## src/rtl/timebase_pkg.sv

```systemverilog
// Purpose: shared types and the 1-2-5 factor rule for the acquisition timebase controller.
// Latency: n/a (types, constants and a pure function only).
// Backpressure: n/a.
package timebase_pkg;

    localparam int DEF_SEL_W    = 4;
    localparam int DEF_LEN_W    = 16;
    localparam int DEF_FACTOR_W = 30;

    typedef enum logic [1:0] {
        ST_IDLE = 2'd0,
        ST_LOAD = 2'd1,
        ST_RUN  = 2'd2,
        ST_DONE = 2'd3
    } state_e;

    // 1-2-5 sequence: mantissa cycles 1,2,5 and each group of three is one decade up.
    function automatic logic [DEF_FACTOR_W-1:0] factor_125(input int unsigned sel);
        logic [DEF_FACTOR_W-1:0] f;
        case (sel % 3)
            0:       f = DEF_FACTOR_W'(1);
            1:       f = DEF_FACTOR_W'(2);
            default: f = DEF_FACTOR_W'(5);
        endcase
        for (int i = 0; i < 12; i++) begin
            if (i < int'(sel / 3)) begin
                f = f * DEF_FACTOR_W'(10);
            end
        end
        return f;
    endfunction

endpackage

```

## src/rtl/timebase_lut.sv

```systemverilog
// Purpose: maps a timebase select to the scaler's scaling factor (1-2-5 table).
// Latency: combinational, zero cycles.
// Backpressure: none; output follows the select immediately.
module timebase_lut
    import timebase_pkg::*;
#(
    parameter int SEL_W    = DEF_SEL_W,
    parameter int FACTOR_W = DEF_FACTOR_W
) (
    input  logic [SEL_W-1:0]    sel_i,
    output logic [FACTOR_W-1:0] factor_o
);

    // Explicit table for the standard 16 settings; wider selects fall back to the rule.
    always_comb begin
        factor_o = FACTOR_W'(factor_125(32'(sel_i)));
        case (32'(sel_i))
            0:  factor_o = FACTOR_W'(1);
            1:  factor_o = FACTOR_W'(2);
            2:  factor_o = FACTOR_W'(5);
            3:  factor_o = FACTOR_W'(10);
            4:  factor_o = FACTOR_W'(20);
            5:  factor_o = FACTOR_W'(50);
            6:  factor_o = FACTOR_W'(100);
            7:  factor_o = FACTOR_W'(200);
            8:  factor_o = FACTOR_W'(500);
            9:  factor_o = FACTOR_W'(1000);
            10: factor_o = FACTOR_W'(2000);
            11: factor_o = FACTOR_W'(5000);
            12: factor_o = FACTOR_W'(10000);
            13: factor_o = FACTOR_W'(20000);
            14: factor_o = FACTOR_W'(50000);
            15: factor_o = FACTOR_W'(100000);
            default: ;
        endcase
    end

endmodule

```

## src/rtl/acq_timebase_ctrl.sv

```systemverilog
// Purpose: sequences the acquisition clock scaler (factor, run flag) and turns scaled edges into sample strobes.
// Latency: run_flag rises HOLDOFF_CYCLES+1 cycles after arm; strobe is one cycle after a scaled_clock rise.
// Backpressure: none; arm while busy is dropped, stop aborts immediately.
module acq_timebase_ctrl
    import timebase_pkg::*;
#(
    parameter int SEL_W          = DEF_SEL_W,
    parameter int LEN_W          = DEF_LEN_W,
    parameter int FACTOR_W       = DEF_FACTOR_W,
    parameter int HOLDOFF_CYCLES = 2
) (
    input  logic                clock_in,
    input  logic                reset_in,
    input  logic [SEL_W-1:0]    timebase_sel,
    input  logic                mode,
    input  logic                arm,
    input  logic                stop,
    input  logic [LEN_W-1:0]    record_length,
    input  logic                scaled_clock,
    output logic [FACTOR_W-1:0] scaling_factor,
    output logic                run_flag,
    output logic                sample_strobe,
    output logic [LEN_W-1:0]    sample_index,
    output logic                busy,
    output logic                done
);

    localparam int               HOLD_W    = 4;
    localparam logic [HOLD_W-1:0] HOLD_LAST = HOLD_W'(HOLDOFF_CYCLES - 1);

    state_e              state_q, state_d;
    logic [HOLD_W-1:0]   hold_q, hold_d;
    logic [FACTOR_W-1:0] factor_q, factor_d;
    logic [SEL_W-1:0]    sel_q, sel_d;
    logic                mode_q, mode_d;
    logic [LEN_W-1:0]    len_q, len_d;
    logic [LEN_W-1:0]    idx_q, idx_d;
    logic                strobe_q, strobe_d;
    logic                scaled_q;
    logic [FACTOR_W-1:0] lut_factor;
    logic                arm_ok;
    logic                last_sample;

    timebase_lut #(
        .SEL_W    (SEL_W),
        .FACTOR_W (FACTOR_W)
    ) u_lut (
        .sel_i    (timebase_sel),
        .factor_o (lut_factor)
    );

    assign arm_ok      = arm && !(mode && (record_length == '0));
    assign last_sample = (idx_q == len_q - LEN_W'(1));

    // Next-state: reset handled in the register; here stop > arm > timebase change > strobe/complete.
    always_comb begin
        state_d  = state_q;
        hold_d   = hold_q;
        factor_d = factor_q;
        sel_d    = sel_q;
        mode_d   = mode_q;
        len_d    = len_q;
        idx_d    = idx_q;
        case (state_q)
            ST_IDLE, ST_DONE: begin
                if (stop && state_q == ST_DONE) begin
                    state_d = ST_IDLE;
                end else if (arm_ok) begin
                    state_d  = ST_LOAD;
                    hold_d   = '0;
                    factor_d = lut_factor;
                    sel_d    = timebase_sel;
                    mode_d   = mode;
                    len_d    = record_length;
                    idx_d    = '0;
                end
            end
            ST_LOAD: begin
                if (stop) begin
                    state_d = ST_IDLE;
                end else if (hold_q == HOLD_LAST) begin
                    state_d = ST_RUN;
                end else begin
                    hold_d = hold_q + HOLD_W'(1);
                end
            end
            ST_RUN: begin
                if (stop) begin
                    state_d = ST_IDLE;
                end else if (!mode_q && (timebase_sel != sel_q)) begin
                    // Factor only changes together with run_flag dropping.
                    state_d  = ST_LOAD;
                    hold_d   = '0;
                    factor_d = lut_factor;
                    sel_d    = timebase_sel;
                    idx_d    = '0;
                end else if (strobe_q) begin
                    idx_d = idx_q + LEN_W'(1);
                    if (mode_q && last_sample) begin
                        state_d = ST_DONE;
                    end
                end
            end
            default: state_d = ST_IDLE;
        endcase
        // A strobe is only emitted if the controller stays in RUN across this edge.
        strobe_d = (state_q == ST_RUN) && (state_d == ST_RUN) && scaled_clock && !scaled_q;
    end

    // State and datapath registers with synchronous reset.
    always_ff @(posedge clock_in) begin
        if (reset_in) begin
            state_q  <= ST_IDLE;
            hold_q   <= '0;
            factor_q <= FACTOR_W'(factor_125(0));
            sel_q    <= '0;
            mode_q   <= 1'b0;
            len_q    <= '0;
            idx_q    <= '0;
            strobe_q <= 1'b0;
            scaled_q <= 1'b0;
        end else begin
            state_q  <= state_d;
            hold_q   <= hold_d;
            factor_q <= factor_d;
            sel_q    <= sel_d;
            mode_q   <= mode_d;
            len_q    <= len_d;
            idx_q    <= idx_d;
            strobe_q <= strobe_d;
            scaled_q <= scaled_clock;
        end
    end

    assign scaling_factor = factor_q;
    assign run_flag       = (state_q == ST_RUN);
    assign busy           = (state_q == ST_LOAD) || (state_q == ST_RUN);
    assign done           = (state_q == ST_DONE);
    assign sample_strobe  = strobe_q;
    assign sample_index   = idx_q;

endmodule

```

## config.mk

```make
export PLATFORM = sky130hd
export DESIGN_NAME = acq_timebase_ctrl
export DESIGN_NICKNAME = d
export VERILOG_FILES = /design/src/rtl/timebase_pkg.sv /design/src/rtl/timebase_lut.sv /design/src/rtl/acq_timebase_ctrl.sv
export SDC_FILE = /design/constraint.sdc
export NUM_CORES = 1
export LEC_CHECK = 0
export BUFFER_PORTS_ARGS = -buffer_cell sky130_fd_sc_hd__buf_2
export CAP_MARGIN = 20
export CORE_UTILIZATION = 30
export DETAILED_ROUTE_END_ITERATION = 8
export PLACE_DENSITY = 0.51
export SLEW_MARGIN = 25
export SYNTH_ARGS = -nofsm -noshare
export SYNTH_HDL_FRONTEND = slang
export SYNTH_HIERARCHICAL = 1
export SYNTH_SLANG_ARGS = --single-unit
```

## constraint.sdc

```tcl
create_clock -name clock_in -period 2.3 [get_ports clock_in]
set_clock_uncertainty 0.15 [all_clocks]
set_input_delay 0.46 -clock clock_in [delete_from_list [all_inputs] [get_ports clock_in]]
set_output_delay 0.46 -clock clock_in [all_outputs]
set_load 0.05 [all_outputs]
```

==> results of run 1 <==
logic make-up (layout without fill, tap and decap cells):
kind of cell | Yosys count | in the layout
buffers and inverters | 53 | 161
DFF | 75 | 75
AOI/OAI and AO/OA | 89 | 89
adders and majority gates | 12 | 12
other | 1 | 13
xor gates and xnor gates | 36 | 36
and+or+nand+nor | 211 | 211
muxes | 22 | 22
per-stage QoR:
step	setup slack, ns	cell area (um^2)	setup TNS [ns]	util
6_report	0.0756	5310	0	0.401
5_1_grt	0.00295	5310	0	0.401
2_1_floorplan	0.0318	4150	0	-
3_3_place_gp	-0.203	4960	-4.62	0.375
4_1_cts	-0.0466	5260	-0.273	0.397
3_5_place_dp	-0.197	4960	-7.03	0.375
per-layer routing:
| metal | vias to the layer above | global-route usage |
|---|---|---|
| met5 | - | 0 |
| met4 | 0 | 0.0736 |
| met3 | 12 | 0.0372 |
| met2 | 65 | 0.248 |
| met1 | 1745 | 0.205 |
| li1 | 1910 | - |
tightest hold or removal path, cell delays in order:
cell and delay [ns]:
buf_2 0.09, mux2i_1 0.06, nor2_1 0.07
what timing repair did:
| action | in CTS | in global routing |
|---|---|---|
| buffers inserted | 0 | 0 |
| resized for setup | 4 | 8 |
| pin swaps | 0 | 2 |
| setup endpoints to repair | 15 | 19 |
Yosys cell counts, types with 6 or more instances:
cell type,instances,area share
xor2_1,19,0.041
xnor2_1,17,0.037
nand4_1,12,0.018
a21oi_1,45,0.055
inv_1,15,0.014
and3_1,11,0.017
buf_2,6,0.0074
buf_4,14,0.026
mux2i_1,20,0.049
nand2_1,92,0.085
nand3_1,9,0.011
clkbuf_1,14,0.013
nor2_1,48,0.044
o21ai_0,8,0.0098
ha_1,12,0.037
dfxtp_1,75,0.37
area by class of cell:
cell class | instances | area share
Sequential cell | 75 | 0.283
Clock inverter | 2 | 0.00189
Timing Repair Buffer | 130 | 0.156
Multi-Input combinational cell | 383 | 0.457
Clock buffer | 14 | 0.0497
Tap cell | 176 | 0.0415
Inverter | 15 | 0.0113
worst paths after layout:
path	endpoint	cells after the start
worst min-delay path	len_q[3]$_SDFFE_PP0P_	3
worst max register to register	sample_strobe$_SDFF_PP0_	7
worst max-delay path	busy	5
worst min register to register	scaling_factor[23]$_SDFFE_PP0P_	2
power by group:
group / leakage (nW) / total (mW) / switching [mW] / internal (mW)
registers: 0.613 / 1.75 / 0.191 / 1.56
clock network: 0.137 / 1.33 / 0.539 / 0.787
logic: 1.62 / 2.87 / 1.78 / 1.09
state kept, by name (all words and copies together), names as in the netlist:
name            cells
sample_strobe       1
scaled_q            1
sample_index       16
scaling_factor     30
hold_q              4
mode_q              1
state_q             2
sel_q               4
len_q              16
==> out/metrics.yaml, run 1 <==
critPathBufInv: 4
cts_tree: "yes"
num_io_pins: 76
grt_pass1_vias: 3576
drt_wl_total_um: 10600
hold_start: "record_length[3]"
whs_ns: 0.226
synth_fa_ha_area_frac: 0.0369
track_usage: 0.158
ys_seq_area_frac: 0.369
synth_xor_xnor_area_share: 0.0774
p_leak_nw: 2.37
crit_type: "flop to output port"
power.density_nw_per_um2: 1120
synth-simple-area-share: 0.249
finalCritPeriodShare: 0.967
fillers: 1428
final_common_cell: "nand2_1"
fmax_mhz: 450
gp_congestion: 0.861
rsz0062_at_grt: "false"
synth-seq-cells: 75
grt_antenna_before_repair: 0
diodes: 0
clk_latency_ns: 0.34
top_layer: "met4"
cts_sinks: 75
outcome: "completed"
num_vias: 3732
grt_max_degree: 35
cp_common_cell: "buf_4"
met1_length_um: 5080
critPathTopFamily: "buffers and inverters"
core_area_um2: 13200
setup_viol: 0
r2r-start: "len_q[7]$_SDFFE_PP0P_"
wl_met3_um: 441
stdcell_count: 795
ys.flop_type: "dfxtp_1"
vdd_drop_max_v: 0.000446
hpwl_um: 7920
synth-edff-count: 0
numCtsBuffers: 9
min_path_type: "input port to flop"
drive_gt1_frac: 0.284
clockRootBuffer: "clkbuf_16"
viasPerCell: 4.69
crit_fanout: 6
max_cap_violations: 0
finalCriticalPeriod_ns: 2.22
initial_core_util: 0.307
area_delta_synth_final_pct: 30.4
holdBufCountCts: 0
hold_viol: 0
cts_max_level: 3
synthDistinctLibCells: 62
slowest_delay_ns: 0.33
path_cells: "buf_4 > ha_4 > buf_4 > clkinvlp_4 > buf_4"
drc_errors: 0
nets: 652
detail-route-antenna-nets: 0
required_ns: 1.69
final_cell_mix: "nand2_1 (92), dfxtp_1 (74), buf_2 (74)"
cp.arrival_ns: 1.61
grt_first_pass_wirelength_um: 17500
numPortBuffers: 75
drtPass1Iterations: 4
end_kind: "output port"
crit_slowest_cell: "dfxtp_1"
synth_top_family_by_area: "simple AND/OR/NAND/NOR gates"
drv_slew: 0
multi_input_area_um2: 2420
netlist_instances: 499
wl_met2_um: 4890
placed_cells: 779
wl_per_cell_um: 13.3
fp.dieArea_um2: 14000
syn_area_um2: 4070
synth_warnings: 6
startpoint: "state_q[1]$_SDFF_PP0_"
clkTransAtPathRegs_ns: 0.06
grt_overflow: 0
critPathLaunchType: "flop"
muxShareOfSynthArea: 0.0547
finalPower_mw: 5.94
r2r_slack_ns: 0.12
synthArstFlopShare: 0
synth_compound_area_frac: 0.144
postSynthAreaPerCell_um2: 8.16
final-seq-area_um2: 1500
die_w_um: 118
die_h_um: 118
cts_buffer_depth: 2
drtIter0Drc: 185
num_rows: 42
Power figures use the tool's default switching activity.
==> run 2, diff against run 1 <==
BUFFER_PORTS_ARGS = default   (was -buffer_cell sky130_fd_sc_hd__buf_2)
CORE_MARGIN = 1.5   (was default)
DONT_BUFFER_PORTS = 1   (was default)
PLACE_DENSITY = 0.46   (was 0.51)
==> run 2 against run 1 <==
  * Clock power grew 7%
  * Global-route usage shrank 0.24 points
  * Via count shrank 7.0%
  * Sequential share of layout area grew 2.1 points
  * Clock-buffer cell count shrank 3
  * Die area grew 1.7%
  * Non-clock buffer count shrank 76
  * Wire length grew 2.3%
  * Worst hold slack lost 0.19 ns
  * Cell count shrank 9.4%
  * Highest routed layer unchanged
==> out/metrics.yaml, run 2 (synthesis gave the netlist of run 1 again) <==
clockRootBuffer: "clkbuf_16"
num_rows: 42
drive_gt1_frac: 0.188
initial_core_util: 0.307
num_vias: 3472
max_cap_violations: 0
cts_buffer_depth: 2
cts_sinks: 75
required_ns: 2.38
sequentialPowerShare: 0.380
relSlewSlack: 0.643
critPathLaunchType: "flop"
vdd_drop_max_v: 0.000528
crit_type: "flop to flop"
area_delta_synth_final_pct: 21.2
grt_overflow: 0
final_cell_mix: "nand2_1 (92), dfxtp_1 (75), buf_4 (52)"
detail-route-antenna-nets: 0
die_h_um: 119
grt_antenna_before_repair: 0
finalCritPeriodShare: 0.954
viasPerCell: 4.82
clkTransAtPathRegs_ns: 0.06
power.density_nw_per_um2: 1190
grt_max_degree: 59
diodes: 0
drtIter0Drc: 234
worstMarginPinSlew_ns: 0.535
drc_errors: 0
min_path_type: "input port to flop"
track_usage: 0.156
fp.dieArea_um2: 14300
die_w_um: 119
cts_tree: "yes"
drv_slew: 0
wl_per_cell_um: 15.0
final_common_cell: "nand2_1"
switchingPower_mw: 2.48
drtPass1Iterations: 4
core_area_um2: 13200
r2r_slack_ns: 0.11
grt_pass1_vias: 3352
cp.arrival_ns: 2.27
drt_wl_total_um: 10800
cts_max_level: 3
clk_latency_ns: 0.34
nets: 577
rsz0062_at_grt: "false"
num_io_pins: 76
fin_util: 0.373
finalPower_mw: 5.88
grt_first_pass_wirelength_um: 17400
p_leak_nw: 2.02
swShare: 0.422
numPortBuffers: 0
setup_viol: 0
largest_reg_flops: 30
fmax_mhz: 456
end_kind: "flop"
finalCriticalPeriod_ns: 2.19
hpwl_um: 7820
gp_congestion: 0.834
p_comb_frac: 0.379
numCtsBuffers: 9
fillers: 1424
p_clk_frac: 0.242
holdBufCountCts: 0
crit_fanout: 5
outcome: "completed"
hold_viol: 0
p_int_mw: 3.40
[run 2: cell count changes in the layout (fill, tap and decap cells not counted), sizes merged]
cell and change:
buf -76, bufinv +1, clkbuf -3, clkinv +1
clkinvlp +1, nor2b +1
[run 2: worst paths after layout]
check,cells past startpoint,from,endpoint
worst max-delay path,7,len_q[7]$_SDFFE_PP0P_,sample_strobe$_SDFF_PP0_
worst min-delay path,1,reset_in,scaling_factor[17]$_SDFFE_PP0P_
worst max register to register,7,len_q[7]$_SDFFE_PP0P_,sample_strobe$_SDFF_PP0_
worst min register to register,2,sel_q[2]$_SDFFE_PP0P_,sel_q[2]$_SDFFE_PP0P_
[run 2: critical path, stage by stage, from the launching register on]
cell and delay, ns:
dfxtp_1 0.38, nor4_2 0.34, and4_4 0.30, mux2i_1 0.08, or3b_4 0.43, a21oi_2 0.18
a21oi_2 0.09, o2bb2ai_1 0.12
[run 2: final cells by class]
| type | instances | area, um^2 | area share |
|---|---|---|---|
| Clock buffer | 11 | 243 | 0.0492 |
| Clock inverter | 5 | 52.6 | 0.0106 |
| Inverter | 15 | 60.1 | 0.0122 |
| Multi-Input combinational cell | 384 | 2430 | 0.492 |
| Sequential cell | 75 | 1500 | 0.304 |
| Tap cell | 176 | 220 | 0.0446 |
| Timing Repair Buffer | 54 | 430 | 0.0872 |
[run 2: timing repair]
action,4_1_cts,5_1_grt
pin swaps,0,2
gates resized for setup,3,8
buffers inserted,0,2
endpoints found under the setup margin,34,30
gates cloned,0,1
[run 2: power by group through the flow]
stage / clock network (mW) / logic, mW / registers [mW]
4_1_cts: 1.47 / 2.14 / 2.24
3_5_place_dp: 0 / 2.10 / 2.26
3_3_place_gp: 0 / 2.07 / 2.26
2_1_floorplan: 0 / 1.50 / 2.23
6_report: 1.42 / 2.23 / 2.23
5_1_grt: 1.52 / 2.47 / 2.27
[run 2: metrics by stage]
stage	setup WS, ns	cell area, um^2	std cells	TNS (ns)	hold slack [ns]
3_3_place_gp	-0.141	4550	701	-3.38	0.300
6_report	0.107	4930	720	0	0.0362
4_1_cts	0.0415	4870	717	0	0.0191
2_1_floorplan	0.0318	4150	511	0	0.299
5_1_grt	0.00327	4930	720	0	0.0208
3_5_place_dp	-0.194	4550	701	-4.26	0.305
[run 2: per-layer routing]
metal	GRT usage	up-vias	wire length [um]
li1	-	1760	-
met1	0.204	1628	5160
met2	0.232	73	4720
met3	0.0471	11	710
met4	0.0781	0	225
met5	0	-	0
==> run 3, diff against run 2 <==
RECOVER_POWER = 50   (was default)
==> run 3 against run 2 <==
  * Critical path depth stayed put
  * Register-to-register slack barely moved
  * Wire length up 0.10%
  * Combinational power about the same
  * Total power hardly changed
  * Design area down 1.4%
  * Via count is 0.32% lower
  * Critical path type unchanged
  * Clock-buffer cell count unchanged
  * Clock power hardly changed
  * Die area is the same
  * Largest power group unchanged
  * Sequential power is essentially flat
==> out/metrics.yaml, run 3 (synthesis gave the netlist of run 1 again) <==
finalCritPeriodShare: 0.953
clk_latency_ns: 0.34
grt_pass1_vias: 3352
numCtsBuffers: 9
drt_wl_total_um: 10800
drive_gt1_frac: 0.160
cp.arrival_ns: 2.27
min_path_type: "input port to flop"
cts_max_level: 3
drv_slew: 0
detail-route-antenna-nets: 0
critPathBufInv: 0
num_vias: 3461
final_area_um2: 4870
crit_fanout: 5
fmax_mhz: 456
track_usage: 0.156
die_w_um: 119
final_common_cell: "nand2_1"
core_area_um2: 13200
num_rows: 42
critPathLaunchType: "flop"
reg2reg_depth: 7
grt_max_degree: 59
grt_overflow: 0
clockRootBuffer: "clkbuf_16"
cp.depth: 7
drtPass1Iterations: 4
finalCriticalPeriod_ns: 2.19
die_h_um: 119
crit_slowest_cell: "or3b_4"
stdcell_count: 720
final_cell_mix: "nand2_1 (92), dfxtp_1 (75), nor2_1 (47)"
worstMarginPinSlew_ns: 0.788
whs_path_depth: 1
initial_core_util: 0.307
cts_sinks: 75
hold_viol: 0
fillers: 1438
grt_use_met3: 0.0471
use_met1: 0.204
grt_antenna_before_repair: 0
relSlewSlack: 0.475
viasPerCell: 4.81
gr-usage-met2: 0.232
end_kind: "flop"
vdd_drop_max_v: 0.000528
power.density_nw_per_um2: 1210
cts_buffer_depth: 2
numPortBuffers: 0
drtIter0Drc: 219
placed_cells: 701
cp_common_cell: "a21oi_2"
outcome: "completed"
hpwl_um: 7820
largest_reg_flops: 30
num_io_pins: 76
slowest_delay_ns: 0.43
crit_type: "flop to flop"
rsz0062_at_grt: "false"
grt_first_pass_wirelength_um: 17400
final-seq-area_um2: 1500
whs_ns: 0.0360
fin_util: 0.367
dpl-instance-area_um2: 4550
path_cells: "nor4_2 > and4_4 > mux2i_1 > or3b_4 > a21oi_2 > a21oi_2 > o2bb2ai_1"
fp.dieArea_um2: 14300
holdBufCountCts: 0
drc_errors: 0
clkTransAtPathRegs_ns: 0.06
p_leak_nw: 1.94
tns_ns: 0
max_cap_violations: 0
diodes: 0
wl_per_cell_um: 15.0
setup_viol: 0
multi_input_area_um2: 2420
gp_congestion: 0.834
area_delta_synth_final_pct: 19.5
gr-max-usage-layer: "met2"
required_ns: 2.38
critPathTopFamily: "simple AND/OR/NAND/NOR gates"
cts_tree: "yes"
nets: 577
## run 3: changes by cell type in the layout (fill, tap and decap cells not counted)
| cell | previous run | this run |
|---|---|---|
| buf_4 | 52 | 36 |
| clkbuf_1 | 1 | 16 |
| clkbuf_2 | 0 | 1 |
| o311ai_2 | 1 | 2 |
| o311ai_4 | 1 | 0 |
| or2_0 | 0 | 1 |
| or2_1 | 1 | 0 |
## run 3: worst paths after layout
| path | from | end | slack [ns] |
|---|---|---|---|
| setup / recovery | len_q[7]$_SDFFE_PP0P_ | sample_strobe$_SDFF_PP0_ | 0.11 |
| hold reg to reg | sel_q[2]$_SDFFE_PP0P_ | sel_q[2]$_SDFFE_PP0P_ | 0.31 |
| hold / removal | reset_in | scaling_factor[17]$_SDFFE_PP0P_ | 0.04 |
| setup reg to reg | len_q[7]$_SDFFE_PP0P_ | sample_strobe$_SDFF_PP0_ | 0.11 |
## run 3: power by group
part | internal [mW] | switching, mW
sequential | 1.55 | 0.680
clock | 0.864 | 0.559
combinational | 0.977 | 1.25
total | 3.39 | 2.48
## run 3: repair_timing
action | 4_1_cts | 5_1_grt
endpoints found under the setup margin | 34 | 30
setup buffers | 0 | 2
gates cloned | 0 | 1
pin swaps | 0 | 2
gates resized for setup | 3 | 8
## run 3: layout make-up
cell class / count / share of cell area
multi-input combinational: 384 / 0.497
sequential: 75 / 0.309
timing repair buffer: 54 / 0.0764
clock buffer: 11 / 0.0499
tap: 176 / 0.0453
inverter: 15 / 0.0123
clock inverter: 5 / 0.0108
## run 3: layer usage
layer  wire [um]  up-vias
li1            -     1761
met1        5280     1626
met2        4710       63
met3         614       11
met4         225        0
met5           0        -
## run 3: stage by stage
step / setup slack (ns) / power [mW]
global placement: -0.141 / 4.33
floorplan: 0.0318 / 3.73
detailed placement: -0.194 / 4.37
finish: 0.107 / 5.88
CTS: 0.0415 / 5.84
global route: 0.00327 / 6.26
## run 3: worst register-to-register path: stages, from the launching register on
cell,delay [ns]
dfxtp_1,0.37
nor4_2,0.34
and4_4,0.30
mux2i_1,0.08
or3b_4,0.43
a21oi_2,0.19
a21oi_2,0.09
o2bb2ai_1,0.12
